[config.mk]
export PLATFORM = sky130hd
export DESIGN_NAME = mux_sel_gen
export DESIGN_NICKNAME = d
export VERILOG_FILES = /design/src/rtl/mux_sel_gen.sv
export SDC_FILE = /design/constraint.sdc
export NUM_CORES = 1
export LEC_CHECK = 0
export CAP_MARGIN = 20
export CORE_MARGIN = 3
export CORE_UTILIZATION = 30
export DETAILED_ROUTE_END_ITERATION = 6
export PLACE_DENSITY_LB_ADDON = 0.05
export SLEW_MARGIN = 20
export SYNTH_ARGS = -nofsm -noshare
export SYNTH_HDL_FRONTEND = slang
export SYNTH_SLANG_ARGS = --single-unit
[constraint.sdc]
create_clock -name clk -period 4.8 [get_ports clk]
set_clock_uncertainty 0.05 [all_clocks]
set_input_delay 0.72 -clock clk [delete_from_list [all_inputs] [get_ports clk]]
set_output_delay 0.72 -clock clk [all_outputs]
set_load 0.05 [all_outputs]
[src/rtl/mux_sel_gen.sv]
`default_nettype none
// ============================================================================
//  Module      : mux_sel_gen
//  Description : Select-stream generator for the registered 2:1 select unit.
//                After a run pulse it waits a programmable delay, then emits
//                iter repetitions of (len0 cycles sel=0, len1 cycles sel=1),
//                qualified by valid, and raises done when idle/finished.
//                Optional macro MUX_SEL_GEN_PAUSE_EN adds a pause input that
//                freezes the sequence (valid forced low) while asserted.
//  Revision    : 1.0 - initial release
// ============================================================================
module mux_sel_gen #(
    parameter int DELAY_W = 8,
    parameter int LEN_W   = 16,
    parameter int ITER_W  = 16
) (
    input  logic               clk,
    input  logic               rst,
    input  logic               run,
`ifdef MUX_SEL_GEN_PAUSE_EN
    input  logic               pause,
`endif
    input  logic [DELAY_W-1:0] delay,
    input  logic [LEN_W-1:0]   len0,
    input  logic [LEN_W-1:0]   len1,
    input  logic [ITER_W-1:0]  iter,
    output logic               sel,
    output logic               valid,
    output logic               done
);

    localparam logic [1:0] c_IDLE   = 2'd0;
    localparam logic [1:0] c_DELAY  = 2'd1;
    localparam logic [1:0] c_PHASE0 = 2'd2;
    localparam logic [1:0] c_PHASE1 = 2'd3;

    // Latched configuration, captured only at the run edge.
    logic [DELAY_W-1:0] r_delay_unused_guard;
    logic [LEN_W-1:0]   r_len0;
    logic [LEN_W-1:0]   r_len1;
    logic [ITER_W-1:0]  r_iter;

    // Sequencer state and counters.
    logic [1:0]         r_state;
    logic [DELAY_W-1:0] r_dcnt;    // remaining delay cycles
    logic [LEN_W-1:0]   r_pcnt;    // index of current cycle within phase
    logic [ITER_W-1:0]  r_icnt;    // completed iterations

    // Advance (one unpaused step) results.
    logic [1:0]         w_adv_state;
    logic [DELAY_W-1:0] w_adv_dcnt;
    logic [LEN_W-1:0]   w_adv_pcnt;
    logic [ITER_W-1:0]  w_adv_icnt;

    logic [LEN_W-1:0]   w_pcnt_inc;
    logic [ITER_W-1:0]  w_icnt_inc;
    logic               w_iter_last;
    logic [1:0]         w_first_phase;
    logic               w_run_degen;
    logic               w_hold;

`ifdef MUX_SEL_GEN_PAUSE_EN
    // Pause only matters while a sequence is in flight; IDLE ignores it.
    assign w_hold = pause && (r_state != c_IDLE);
`else
    assign w_hold = 1'b0;
`endif

    // A config with no iterations or two empty phases produces nothing.
    assign w_run_degen   = (iter == '0) || ((len0 == '0) && (len1 == '0));

    assign w_pcnt_inc    = r_pcnt + LEN_W'(1);
    assign w_icnt_inc    = r_icnt + ITER_W'(1);
    assign w_iter_last   = (w_icnt_inc == r_iter);
    // An empty phase 0 is skipped without spending a cycle.
    assign w_first_phase = (r_len0 != '0) ? c_PHASE0 : c_PHASE1;

    // Compute the next state/counters for a normal (not restarted, not paused) step.
    always_comb begin
        w_adv_state = r_state;
        w_adv_dcnt  = r_dcnt;
        w_adv_pcnt  = r_pcnt;
        w_adv_icnt  = r_icnt;
        case (r_state)
            c_DELAY: begin
                if (r_dcnt == '0) begin
                    w_adv_state = w_first_phase;
                end else begin
                    w_adv_dcnt = r_dcnt - DELAY_W'(1);
                end
            end
            c_PHASE0: begin
                if (w_pcnt_inc == r_len0) begin
                    w_adv_pcnt = '0;
                    if (r_len1 != '0) begin
                        w_adv_state = c_PHASE1;
                    end else begin
                        // No phase 1: the iteration ends with phase 0.
                        w_adv_icnt  = w_icnt_inc;
                        w_adv_state = w_iter_last ? c_IDLE : c_PHASE0;
                    end
                end else begin
                    w_adv_pcnt = w_pcnt_inc;
                end
            end
            c_PHASE1: begin
                if (w_pcnt_inc == r_len1) begin
                    w_adv_pcnt  = '0;
                    w_adv_icnt  = w_icnt_inc;
                    w_adv_state = w_iter_last ? c_IDLE : w_first_phase;
                end else begin
                    w_adv_pcnt = w_pcnt_inc;
                end
            end
            default: begin
                w_adv_state = c_IDLE;
            end
        endcase
    end

    // Sequencer register: restart on run, freeze on pause, else advance; outputs follow next state.
    always_ff @(posedge clk or posedge rst) begin
        if (rst) begin
            r_state <= c_IDLE;
            r_dcnt  <= '0;
            r_pcnt  <= '0;
            r_icnt  <= '0;
            r_len0  <= '0;
            r_len1  <= '0;
            r_iter  <= '0;
            r_delay_unused_guard <= '0;
            sel     <= 1'b0;
            valid   <= 1'b0;
            done    <= 1'b1;
        end else if (run) begin
            r_len0  <= len0;
            r_len1  <= len1;
            r_iter  <= iter;
            r_delay_unused_guard <= delay;
            r_dcnt  <= delay;
            r_pcnt  <= '0;
            r_icnt  <= '0;
            sel     <= 1'b0;
            valid   <= 1'b0;
            if (w_run_degen) begin
                r_state <= c_IDLE;
                done    <= 1'b1;
            end else begin
                r_state <= c_DELAY;
                done    <= 1'b0;
            end
        end else if (w_hold) begin
            // Everything frozen; sel and done keep their values.
            valid   <= 1'b0;
        end else begin
            r_state <= w_adv_state;
            r_dcnt  <= w_adv_dcnt;
            r_pcnt  <= w_adv_pcnt;
            r_icnt  <= w_adv_icnt;
            sel     <= (w_adv_state == c_PHASE1);
            valid   <= (w_adv_state == c_PHASE0) || (w_adv_state == c_PHASE1);
            done    <= (w_adv_state == c_IDLE);
        end
    end

endmodule
`default_nettype wire

# == After elaboration in Yosys (flattened, before gate mapping) ==
# Index checks and enable logic that the tools add are counted.
# classes
add_sub_neg,3
mul,0
div,0
order_cmp,0
n_eq_ne,12
n_shift,0
n_mux,26
bitwise,0
n_reduce_logical,14
# ops
operator,count
$mux W16,7
$pmux W16 S2,2
$eq A16 B16 Y1,3
$logic_not A16 Y1,3
$add A16 B1 Y16 const B,2
$reduce_bool A16 Y1,2
$mux W8,3
$mux W2,7
$ne A3 B3 Y1 const B,3
$eq A2 B2 Y1 const B,4
$logic_not A8 Y1,1
$sub A8 B1 Y8 const B,1
$mux W1,6
$pmux W2 S3,1
$reduce_and A4 Y1,1
$reduce_bool A3 Y1,1
$eq A2 B1 Y1 const B,1
$logic_not A2 Y1,1
$logic_or A1 B1 Y1,2
$ne A2 B2 Y1 const B,1
$reduce_and A2 Y1,1
$reduce_bool A2 Y1,1
$logic_and A1 B1 Y1,1
# word_totals
regBits,93
latchBits,0
mem_bits_rw,0
romBits,0
input_bits,59
out_inout_bits,3
elab_cells,65
memories,0

# == Logic depth before layout (Yosys ltp) ==
# depth
word_depth,9
mapped_depth,12
depth_no_buf,9

# == Least setup slack after synthesis ==
# Ideal clock, no wire load.
# synth_path
path_type,reg-to-reg
from,reg r_pcnt[1]
to,reg r_pcnt[5]
setup_ns,0.126
arrival_ns,3.076
t_required_ns,4.624
setup_slack_ns,1.548
stages_incl_launch_ff,12
n_path_buf,2
synth_period_minus_slack_ns,3.252
path_cell_list,dfrtp_1 -> ha_1 -> buf_2 -> and4_1 -> nand4_2 -> xor2_1 -> a2111oi_0 -> or4b_1 -> o31ai_4 -> buf_6 -> nor3_1 -> a221o_1
# synth_via
elab_chain_len,5
word_cells_on_any_way,7
cone_classes,add/sub (1); eq/ne (2); mux (4)
# synth_rtl
item,line,source
"start, declared",46,logic [LEN_W-1:0] r_pcnt;
"start signal, assigned",158,r_pcnt <= w_adv_pcnt;
$add A16 B1 Y16 *,72,assign w_pcnt_inc = r_pcnt + LEN_W'(1);
"$eq A16 B16 Y1, on equally long branches","107, 93",
"$mux W16, on equally long branches","107, 93",
$pmux W16 S2 *,84,case (r_state)
$mux W16 *,135,end else if (run) begin
# Mark *: on every way between the ends. The rest lies on a longest branch, timed or not.
# A chain may end at the register's enable or synchronous reset.

# == Worst setup path in the final report ==
# layout_path
from,reg r_pcnt[0]
to,reg r_pcnt[8]
# Same word-level chain as after synthesis.

==> impl_metrics.ini <==
[clocking]
ctsHoldBuffers = 0
cts_resized = 0
htree_levels = 3
cts_tree = built
clkLatencyLatePin_ns = 0.36
post-cts-setup-buffer-count = 0
cts_root_buf = clkbuf_16
clock-sinks = 93
clk_pin_slew_ns = 0.08
cts_buffers = 9
clk_path_buf_depth = 2

[detailed_routing]
drt_wl_total_um = 19800
drtIter0Drc = 449
vias_per_cell = 5.62
dr.pass1.iters = 5
ant_nets = 0
wl_per_cell_um = 20.5
routed-via-count = 5433
drcViolationCount = 0

[placed_design]
dp_hpwl_um = 14800
port_buffers = 61
place.gp.congestion = 0.911

[job]
maxCapViolCount = 0

[synth]
netlist_instances = 652
post_synth_instance_area_um2 = 6150
synthTopCellsByArea = dfrtp_1 37%, mux2_2 9.3%, xnor2_1 5.0%
yosysTopAreaCellShare_pct = 37.5
yosys.area.top_type = dfrtp_1
yosysSeqAreaShare_pct = 37.9
synth_edf_count = 0
synth.cells.most_frequent = 92 x dfrtp_1, 51 x mux2_2, 45 x nand2_1, 36 x o21ai_0, 35 x xnor2_1
ys_types = 72
synth-warning-count = 0
synth-async-reset-ratio_pct = 100
synth_nets = 714
synthFlopType = dfrtp_1
synth_most_common_cell = dfrtp_1
yosys_register_bits = 93
synth_area_per_cell_um2 = 9.43

[worst_setup_path]
critPathLaunchType = register
crit_buf_inv = 1
worstSetupPathType = register to register
required_ns = 4.99
critPathMaxFanout = 11
cp_slowest_cell = dfrtp_1
endpoint_kind = register
crit_chain = ha_1 > and4_1 > nand4_2 > xor2_1 > a2111oi_0 > or4b_1 > o31ai_4 > buf_4 > nor2_2 > a221o_1
cp.arrival_ns = 4.35
crit_family = simple AND/OR/NAND/NOR gates
critPathMaxStageDelay_ns = 0.59

[timing]
maxSlewHeadroom_pct = 42.0
fin_crit_ns = 4.16
holdWs_ns = 0.483
rsz0062_at_grt = no
setup-violations-final = 0
finalCritPeriodShare_pct = 86.7
tightest_slew_ns = 0.866
drv_slew = 0
hold_viol = 0
fmax_mhz = 240
finalSetupTns_ns = 0

[global_routing]
grt_pass1_vias = 5498
grt_pass1_wl_um = 31400
antenna_found_initial = 0
grtUsageTotal_pct = 18.1
overflow = 0
grt_max_degree = 76

[pwr]
power_leakage_nw = 2.72
power.total_mw = 2.19
irDropWorstVdd_v = 0.000171
cellPowerDensity_nw_per_um2 = 299

[floorplan]
die_area_um2 = 22200
std_cell_rows = 51
core_area_um2 = 19800
die_h_um = 149
ios = 62
start_util_pct = 31.1
dieWidth_um = 149

[outcome]
status = complete, no violations

[final_layout]
num_antenna_cells = 0
syn_to_final_growth_pct = 19.1
final_util_pct = 37.0
num-nets-final = 758
drive_gt1_share_pct = 14.1

[hold_path]
min_path_type = register to register
[cell usage in the layout (no fill, tap or decap), types with 4 or more instances in the layout]
cell type        synthesis  routed
clkbuf_16                0       9
inv_1                   13      12
a21oi_1                 25      25
xor2_1                  26      26
and2_1                  10      10
o31ai_1                  8       8
nand2_1                 45      45
a2bb2oi_1                5       5
and3_1                   4       4
nor2_1                  32      32
or3_1                   12      12
nand2b_1                 9       9
a21o_1                   4       4
nor3_1                  26      26
a31oi_1                  5       4
o21ai_0                 36      36
nor2b_1                 12      12
nor4_1                  31      31
xnor2_1                 35      35
clkdlybuf4s50_1          0      60
or4_1                    7       7
dfrtp_1                 92      92
a221o_1                  8       8
nand3_1                 18      18
buf_4                    4      13
nand4_1                 16      16
o211ai_1                 6       6
a2111oi_0                5       5
mux2_2                  51      51
and4_1                   6       6
[metrics by stage]
stage / instance area, µm² / cells / setup WS (ns)
3_5_place_dp: 6990 / 950 / 0.668
2_1_floorplan: 6150 / 652 / 1.55
3_3_place_gp: 6990 / 950 / 0.855
5_1_grt: 7320 / 966 / 0.448
4_1_cts: 7320 / 966 / 0.639
6_report: 7320 / 966 / 0.639
[worst reg2reg max path, stage by stage, from the launching register on]
cell	delay, ns
dfrtp_1	0.59
ha_1	0.41
and4_1	0.50
nand4_2	0.28
xor2_1	0.22
a2111oi_0	0.42
or4b_1	0.56
o31ai_4	0.29
buf_4	0.24
nor2_2	0.12
a221o_1	0.36
[where the power goes]
part,internal (mW),switching (mW),leakage [nW]
clock,0.467,0.340,0.160
sequential,0.850,0.106,1.17
combinational,0.204,0.222,1.39
total,1.52,0.668,2.72
[flip-flops by register name (all words and copies together) (netlist names)]
name / count
r_icnt: 16
r_pcnt: 16
r_state: 2
done: 1
sel: 1
r_len1: 16
r_dcnt: 8
valid: 1
r_iter: 16
r_len0: 16
[layer usage]
metal | share of wire, % | GRT usage [%]
met1 | 45 | 24.5
met2 | 47 | 29.1
met3 | 4.7 | 3.22
met4 | 3.2 | 6.73
met5 | 0 | 0
[worst paths after layout]
kind                       startpoint          to  slack [ns]  depth (start not counted)
max                         r_pcnt[0]   r_pcnt[8]        0.64                         10
min                        r_iter[11]  r_iter[11]        0.48                          1
max reg2reg                 r_pcnt[0]   r_pcnt[8]        0.64                         10
min reg2reg                r_iter[11]  r_iter[11]        0.48                          1
max in group asynchronous         rst   r_len1[6]        2.91                          3
min in group asynchronous         rst   r_dcnt[7]        0.81                          2
[final cells by class]
class	count	area (µm²)
Tap cell	265	332
Fill cell	2006	12500
Sequential cell	93	2330
Timing Repair Buffer	73	698
Clock inverter	6	97.6
Multi-Input combinational cell	505	3580
Clock buffer	10	229
Inverter	14	55.1
[logic make-up (layout without fill, tap and decap cells)]
group / count (synthesis) / in the layout / synth area share (%)
compound gates: 137 / 137 / 15.6
xor+xnor: 63 / 63 / 9.44
fa+ha+maj: 3 / 3 / 0.611
buf+inv: 54 / 103 / 3.99
flops: 93 / 93 / 37.9
mux: 52 / 52 / 9.51
simple gates: 250 / 250 / 23.0
(Power assumes the default switching activity.)
